File: src/rtl/elevator_clkgen.sv
// elevator_clkgen: programmable-duty clock generator, free-run or one-shot.
// Ports: clk, rst (async, active-high), en, load, high_cnt, low_cnt,
//   oneshot, start -> clock, rise_tick, fall_tick, busy, done.
// Build option: define ELEVATOR_CLKGEN_ONESHOT_EN to enable one-shot mode.
module elevator_clkgen #(
  parameter int CNT_W    = 32,
  parameter int HIGH_DEF = 16,
  parameter int LOW_DEF  = 4
) (
  input  logic             clk,
  input  logic             rst,
  input  logic             en,
  input  logic             load,
  input  logic [CNT_W-1:0] high_cnt,
  input  logic [CNT_W-1:0] low_cnt,
  input  logic             oneshot,
  input  logic             start,
  output logic             clock,
  output logic             rise_tick,
  output logic             fall_tick,
  output logic             busy,
  output logic             done
);

  localparam logic [1:0] S_IDLE = 2'd0;
  localparam logic [1:0] S_HIGH = 2'd1;
  localparam logic [1:0] S_LOW  = 2'd2;

  localparam logic [CNT_W-1:0] HI_RST = CNT_W'(HIGH_DEF);
  localparam logic [CNT_W-1:0] LO_RST = CNT_W'(LOW_DEF);
  localparam logic [CNT_W-1:0] ONE    = CNT_W'(1);

  // Counter value loaded at phase entry; the phase ends when it hits 0.
  // A zero length maps to 0 as well, i.e. a one-cycle phase.
  function automatic logic [CNT_W-1:0] last_idx(
    input logic [CNT_W-1:0] len
  );
    return (len == '0) ? '0 : len - ONE;
  endfunction

  logic             os_sel;
  logic             os_go;

`ifdef ELEVATOR_CLKGEN_ONESHOT_EN
  assign os_sel = oneshot;
  assign os_go  = oneshot & start;
`else
  logic unused_os;
  assign os_sel    = 1'b0;
  assign os_go     = 1'b0;
  assign unused_os = oneshot ^ start;
`endif

  logic [1:0]       state_q, state_d;
  logic [CNT_W-1:0] cnt_q, cnt_d;
  logic [CNT_W-1:0] hi_len_q, hi_len_d;
  logic [CNT_W-1:0] lo_len_q, lo_len_d;
  logic [CNT_W-1:0] hi_pend_q, hi_pend_d;
  logic [CNT_W-1:0] lo_pend_q, lo_pend_d;
  logic             os_q, os_d;
  logic             rise_q, rise_d;
  logic             fall_q, fall_d;
  logic             done_q, done_d;
  logic             period_start;

  always_comb begin
    state_d      = state_q;
    cnt_d        = cnt_q;
    hi_len_d     = hi_len_q;
    lo_len_d     = lo_len_q;
    hi_pend_d    = hi_pend_q;
    lo_pend_d    = lo_pend_q;
    os_d         = os_q;
    rise_d       = 1'b0;
    fall_d       = 1'b0;
    done_d       = 1'b0;
    period_start = 1'b0;

    unique case (state_q)
      S_IDLE: begin
        if (os_sel ? os_go : en) begin
          period_start = 1'b1;
          os_d         = os_sel;
        end
      end
      S_HIGH: begin
        if (cnt_q == '0) begin
          state_d = S_LOW;
          cnt_d   = last_idx(lo_len_q);
          fall_d  = 1'b1;
        end else begin
          cnt_d = cnt_q - ONE;
        end
      end
      S_LOW: begin
        if (cnt_q == '0) begin
          // A one-shot period never chains; free-run chains on en.
          if (!os_q && en && !os_sel) begin
            period_start = 1'b1;
          end else begin
            state_d = S_IDLE;
            done_d  = os_q;
            os_d    = 1'b0;
          end
        end else begin
          cnt_d = cnt_q - ONE;
        end
      end
      default: begin
        state_d = S_IDLE;
        cnt_d   = '0;
        os_d    = 1'b0;
      end
    endcase

    // Pending lengths become active only at a period boundary.
    if (period_start) begin
      state_d  = S_HIGH;
      hi_len_d = hi_pend_q;
      lo_len_d = lo_pend_q;
      cnt_d    = last_idx(hi_pend_q);
      rise_d   = 1'b1;
    end

    if (load) begin
      hi_pend_d = high_cnt;
      lo_pend_d = low_cnt;
    end
  end

  always_ff @(posedge clk or posedge rst) begin
    if (rst) begin
      state_q   <= S_IDLE;
      cnt_q     <= '0;
      hi_len_q  <= HI_RST;
      lo_len_q  <= LO_RST;
      hi_pend_q <= HI_RST;
      lo_pend_q <= LO_RST;
      os_q      <= 1'b0;
      rise_q    <= 1'b0;
      fall_q    <= 1'b0;
      done_q    <= 1'b0;
    end else begin
      state_q   <= state_d;
      cnt_q     <= cnt_d;
      hi_len_q  <= hi_len_d;
      lo_len_q  <= lo_len_d;
      hi_pend_q <= hi_pend_d;
      lo_pend_q <= lo_pend_d;
      os_q      <= os_d;
      rise_q    <= rise_d;
      fall_q    <= fall_d;
      done_q    <= done_d;
    end
  end

  assign clock     = (state_q == S_HIGH);
  assign busy      = (state_q != S_IDLE);
  assign rise_tick = rise_q;
  assign fall_tick = fall_q;
  assign done      = done_q;

endmodule

File: config.mk
export PLATFORM = sky130hd
export DESIGN_NAME = elevator_clkgen
export DESIGN_NICKNAME = d
export VERILOG_FILES = /design/src/rtl/elevator_clkgen.sv
export SDC_FILE = /design/constraint.sdc
export NUM_CORES = 1
export LEC_CHECK = 0
export ABC_CLOCK_PERIOD_IN_PS = 4400
export CORE_MARGIN = 2
export CORE_UTILIZATION = 51
export CTS_CLUSTER_DIAMETER = 60
export DETAILED_ROUTE_END_ITERATION = 12
export PLACE_DENSITY_LB_ADDON = 0.15
export SLEW_MARGIN = 20
export SYNTH_ARGS = -nofsm -noshare
export SYNTH_HDL_FRONTEND = slang
export SYNTH_SLANG_ARGS = --single-unit
File: constraint.sdc
create_clock -name clk -period 4.4 [get_ports clk]
set_clock_uncertainty 0.15 [all_clocks]
set_input_delay 0.66 -clock clk [delete_from_list [all_inputs] [get_ports clk]]
set_output_delay 0.66 -clock clk [all_outputs]
set_load 0.01 [all_outputs]
==> Yosys cells after proc, flatten, opt, wreduce, memory -nomap -nowiden <==
Index checks and enable logic that the tools add are counted.
{ "totals": {"ff_bits": 134, "in_bits": 70, "output_inout_bits": 5} }
{ "op_classes": {"add_sub_neg": 3, "eq_ne": 10, "mux": 25, "bitwise": 1, "n_reduce_logical": 10} }
{ "ops": {"columns": ["op", "count"], "rows": [
  ["$mux W32", 5],
  ["$logic_not A32 Y1", 3],
  ["$pmux W32 S3", 1],
  ["$sub A32 B1 Y32 const B", 3],
  ["$mux W1", 12],
  ["$ne A3 B3 Y1 const B", 3],
  ["$mux W2", 4],
  ["$ne A2 B2 Y1 const B", 4],
  ["$reduce_and A4 Y1", 2],
  ["$pmux W2 S3", 1],
  ["$ne A3 B1 Y1 const B", 1],
  ["$pmux W1 S3", 1],
  ["$eq A2 B1 Y1 const B", 1],
  ["$eq A2 B2 Y1 const B", 1],
  ["$logic_not A2 Y1", 1],
  ["$pmux W1 S2", 1],
  ["$reduce_and A2 Y1", 1],
  ["$reduce_bool A2 Y1", 1],
  ["$logic_and A1 B1 Y1", 1],
  ["$logic_not A1 Y1", 1],
  ["$not A1 Y1", 1]
]} }

==> Logic depth before layout (Yosys ltp) <==
{ "depth": {"depth_word": 7, "depth_mapped": 10} }

==> Worst setup path after synthesis <==
No wires, ideal clock.
{ "synth_path": {"kind": "register to register", "from": "register cnt_q[0]", "to": "register cnt_q[24]", "setup_ps": 126, "t_arrival_ps": 2471, "required_time_ps": 4124, "setup_slack_ps": 1653, "stages_incl_launch_ff": 11, "period_less_slack_ps": 2747, "path_cell_list": "dfrtp_1 inv_1 ha_1 or3b_2 clkbuf_1 or4_4 buf_6 nor3_1 xnor2_1 o22ai_1 a221o_1"} }
{ "synth_between": {"elab_chain_len": 5, "word_cells_on_any_way": 11} }
{ "synth_rtl": {"columns": ["item", "line_no", "text"], "rows": [
  ["start: declaration", "55", "logic [CNT_W-1:0] cnt_q, cnt_d;"],
  ["start signal: assignment", "145", "cnt_q <= cnt_d;"],
  ["branches (longest 5 deep; another with $sub A32 B1 Y32)", null, null]
]} }
Several ways; the timed one is not identified. The select of a mux whose other input is x is not followed.
A chain may end at the register's enable or synchronous reset.

==> Worst setup path after layout <==
{ "layout_path": {"from": "register cnt_q[15]", "to": "register cnt_q[30]"} }
The elaborated chain is that of the path after synthesis.

==> metrics <==
drc violations=0; initial antenna violation count=0; maxcap violations=0; CP Capture Type=register; normalized max-slew margin=0.331; Post-CTS Hold Buffers=0; first-pass GRT wire length=roughly 31000 um; largest net degree at the start of global routing=74; Synth area leader=dfrtp_1; Final Critical Period=~3200 ps; Max Freq=about 310 MHz; Cell Area, Synth=roughly 0.0075 mm^2; Post-synth top cells=dfrtp_1, mux2_2, nor3_1; antenna diode count=0; Placed Instances=934; worst-margin pin slew=around 1000 ps; post-route insts no fill=approximately 970; RSZ-0062 raised after global routing=false; CTS Root Cell=clkbuf_16; slowest CP cell=o31a_1; pre-CTS setup slack=about 1100 ps; Worst path top cell family by delay=compound AO/OA/AOI/OAI gates; post-CTS sizing=0; max incr delay on CP=~800 ps; final setup violating endpoints=0; Hold Vio Cnt, Final=0; dpl hpwl=around 13000 um; CP Launch Type=register; synthesis-stage register bit count=~130; arrival time worst endpoint=about 3400 ps; Clock transition at path regs=60 ps; yosys warns=0; Vias=5827; most frequent cell after synthesis=dfrtp_1; worst path bufs/invs=0; ys async rst share=1.00; first drt pass iteration count=5; Post-synth top flop=dfrtp_1; total CTS buffers=17; count of input and output buffers=71; Sink Count=approximately 130; Crit Path Class=register to register; Total GRT Usage=0.244; Routability Congestion=about 0.92; Netlist cell types=approximately 70; Final period util=0.731; total wire length=approximately 18000 um; total chip power=approximately 5 mW; leakage power=between 3 and 4 nW; H-tree levels=4; status=finished clean; vias in the first global route=~6000; Hold WC Path Type=register to register; post-synth top area share=0.429; vias per inst=6.03; DP Area=approximately 0.0083 mm^2; Synth Instances=a little over 700; clk_lat worst skew=between 400 and 500 ps; Die Span X=roughly 130 um; I/O pin count=75; per-cell routed wire length=between 15 and 20 um; CTS tree=built; nets=~850; Area Overhead vs Synth=18.0%; final setup margin=between 1000 and 1500 ps; setup_tns=0 ps; Post-Syn Area per Cell=roughly 11 um^2; r2r setup slk=between 1000 and 1500 ps; clock tree buffer depth=2; setup bufs post-CTS=0; row count=44; critical-path maximum fanout=18; die area=between 0.015 and 0.02 mm^2; layout cells sized above 1=0.220; fin. max-slew vios=0; initial DRC count=about 380; DRT antenna net count=0; final instance area=0.00889 mm^2; fill cell count=1199; gr ovfl total=0; EDFF count, synth=0; CP cell instances=nor4_1, nand4_2, o32ai_4, o31a_1, o21ai_0, nand4_1; maximum VDD drop=0.344 mV; Initial Util=0.520; Critical Path RT=approximately 4600 ps; pwr/cell area=roughly 570 mW/mm^2; Seq/Total Area, Yosys=0.439; synth top area cells=dfrtp_1, mux2_2, xnor2_1; syn_nets=784; core area=0.0145 mm^2; chip height=between 100 and 150 um
-- power breakdown --
| group | internal (mW) | leakage (nW) | total [mW] | switching (mW) |
|---|---|---|---|---|
| registers | 1.55 | 1.59 | 1.99 | 0.445 |
| logic | 0.796 | 1.56 | 1.75 | 0.956 |
| clock network | 0.753 | 0.249 | 1.30 | 0.550 |
-- worst paths after layout --
kind / to / cells past startpoint / startpoint
max: cnt_q[30]$_DFFE_PP0P_ / 6 / cnt_q[15]$_DFFE_PP0P_
min: lo_len_q[1]$_DFFE_PP0P_ / 2 / lo_pend_q[1]$_DFFE_PP0P_
max reg2reg: cnt_q[30]$_DFFE_PP0P_ / 6 / cnt_q[15]$_DFFE_PP0P_
min reg2reg: lo_len_q[1]$_DFFE_PP0P_ / 2 / lo_pend_q[1]$_DFFE_PP0P_
max in group asynchronous: hi_pend_q[4]$_DFFE_PP1P_ / 3 / rst
min in group asynchronous: lo_pend_q[6]$_DFFE_PP0P_ / 2 / rst
-- routing by layer --
metal,wire [um],vias up,GRT usage
met3,719,32,0.0526
met2,9220,138,0.408
met4,412,0,0.0804
met1,8140,2914,0.318
li1,-,2743,-
met5,0,-,0
-- registers in the layout, summed over array words and instances (netlist names) --
signal and cells:
fall_tick 1, state_q 2, rise_tick 1, lo_len_q 32, cnt_q 32, hi_pend_q 32
lo_pend_q 32
-- tightest hold or removal path, stage by stage, from the launching register on --
cell and delay (ps):
dfrtp_1 340, nand2_1 50, o21ai_0 60
-- area by class of cell --
class,count,area (um^2),share of cell area
Timing Repair Buffer,78,771,0.0867
Sequential cell,132,3310,0.372
Multi-Input combinational cell,523,3970,0.447
Clock buffer,22,464,0.0522
Clock inverter,10,77.6,0.00873
Inverter,17,66.3,0.00746
Tap cell,184,230,0.0259
-- cell families (layout without fill, tap and decap cells) --
group | Yosys count | in the layout | synth area share
AO/OA/AOI/OAI | 111 | 111 | 0.111
XOR/XNOR | 66 | 66 | 0.0777
adder cells (fa/ha/maj) | 7 | 7 | 0.0116
buffers and inverters | 52 | 127 | 0.0334
flip-flops | 132 | 132 | 0.439
multiplexers | 93 | 93 | 0.139
other | 1 | 1 | 0.000498
AND/OR/NAND/NOR | 245 | 245 | 0.188
-- through the flow --
stage,hold slack [ps],utilization
final,333,0.614
after global routing,356,0.614
after CTS,334,0.614
after detailed placement,319,0.577
after global placement,312,0.577
after floorplan,296,-
-- cells in the final DEF (no fill, tap or decap), drive strengths merged, types with 4 or more instances in the layout --
cell type / synthesis / final
a21oi: 18 / 18
a221o: 9 / 9
a22oi: 7 / 7
buf: 19 / 8
clkbuf: 16 / 22
clkdlybuf4s50: 0 / 70
clkinvlp: 0 / 5
dfrtp: 129 / 129
ha: 7 / 7
inv: 17 / 19
mux2: 90 / 90
nand2: 37 / 37
nand3: 13 / 13
nand3b: 4 / 4
nand4: 6 / 6
nor2: 42 / 42
nor3: 53 / 53
nor3b: 6 / 6
nor4: 34 / 34
nor4b: 5 / 5
o211ai: 12 / 12
o21ai: 28 / 28
o221ai: 4 / 4
o22ai: 10 / 10
o31ai: 5 / 5
or2: 7 / 7
or3: 16 / 16
or4: 12 / 12
xnor2: 35 / 35
xor2: 31 / 31
Note: power is estimated with default switching activity, not from simulation.
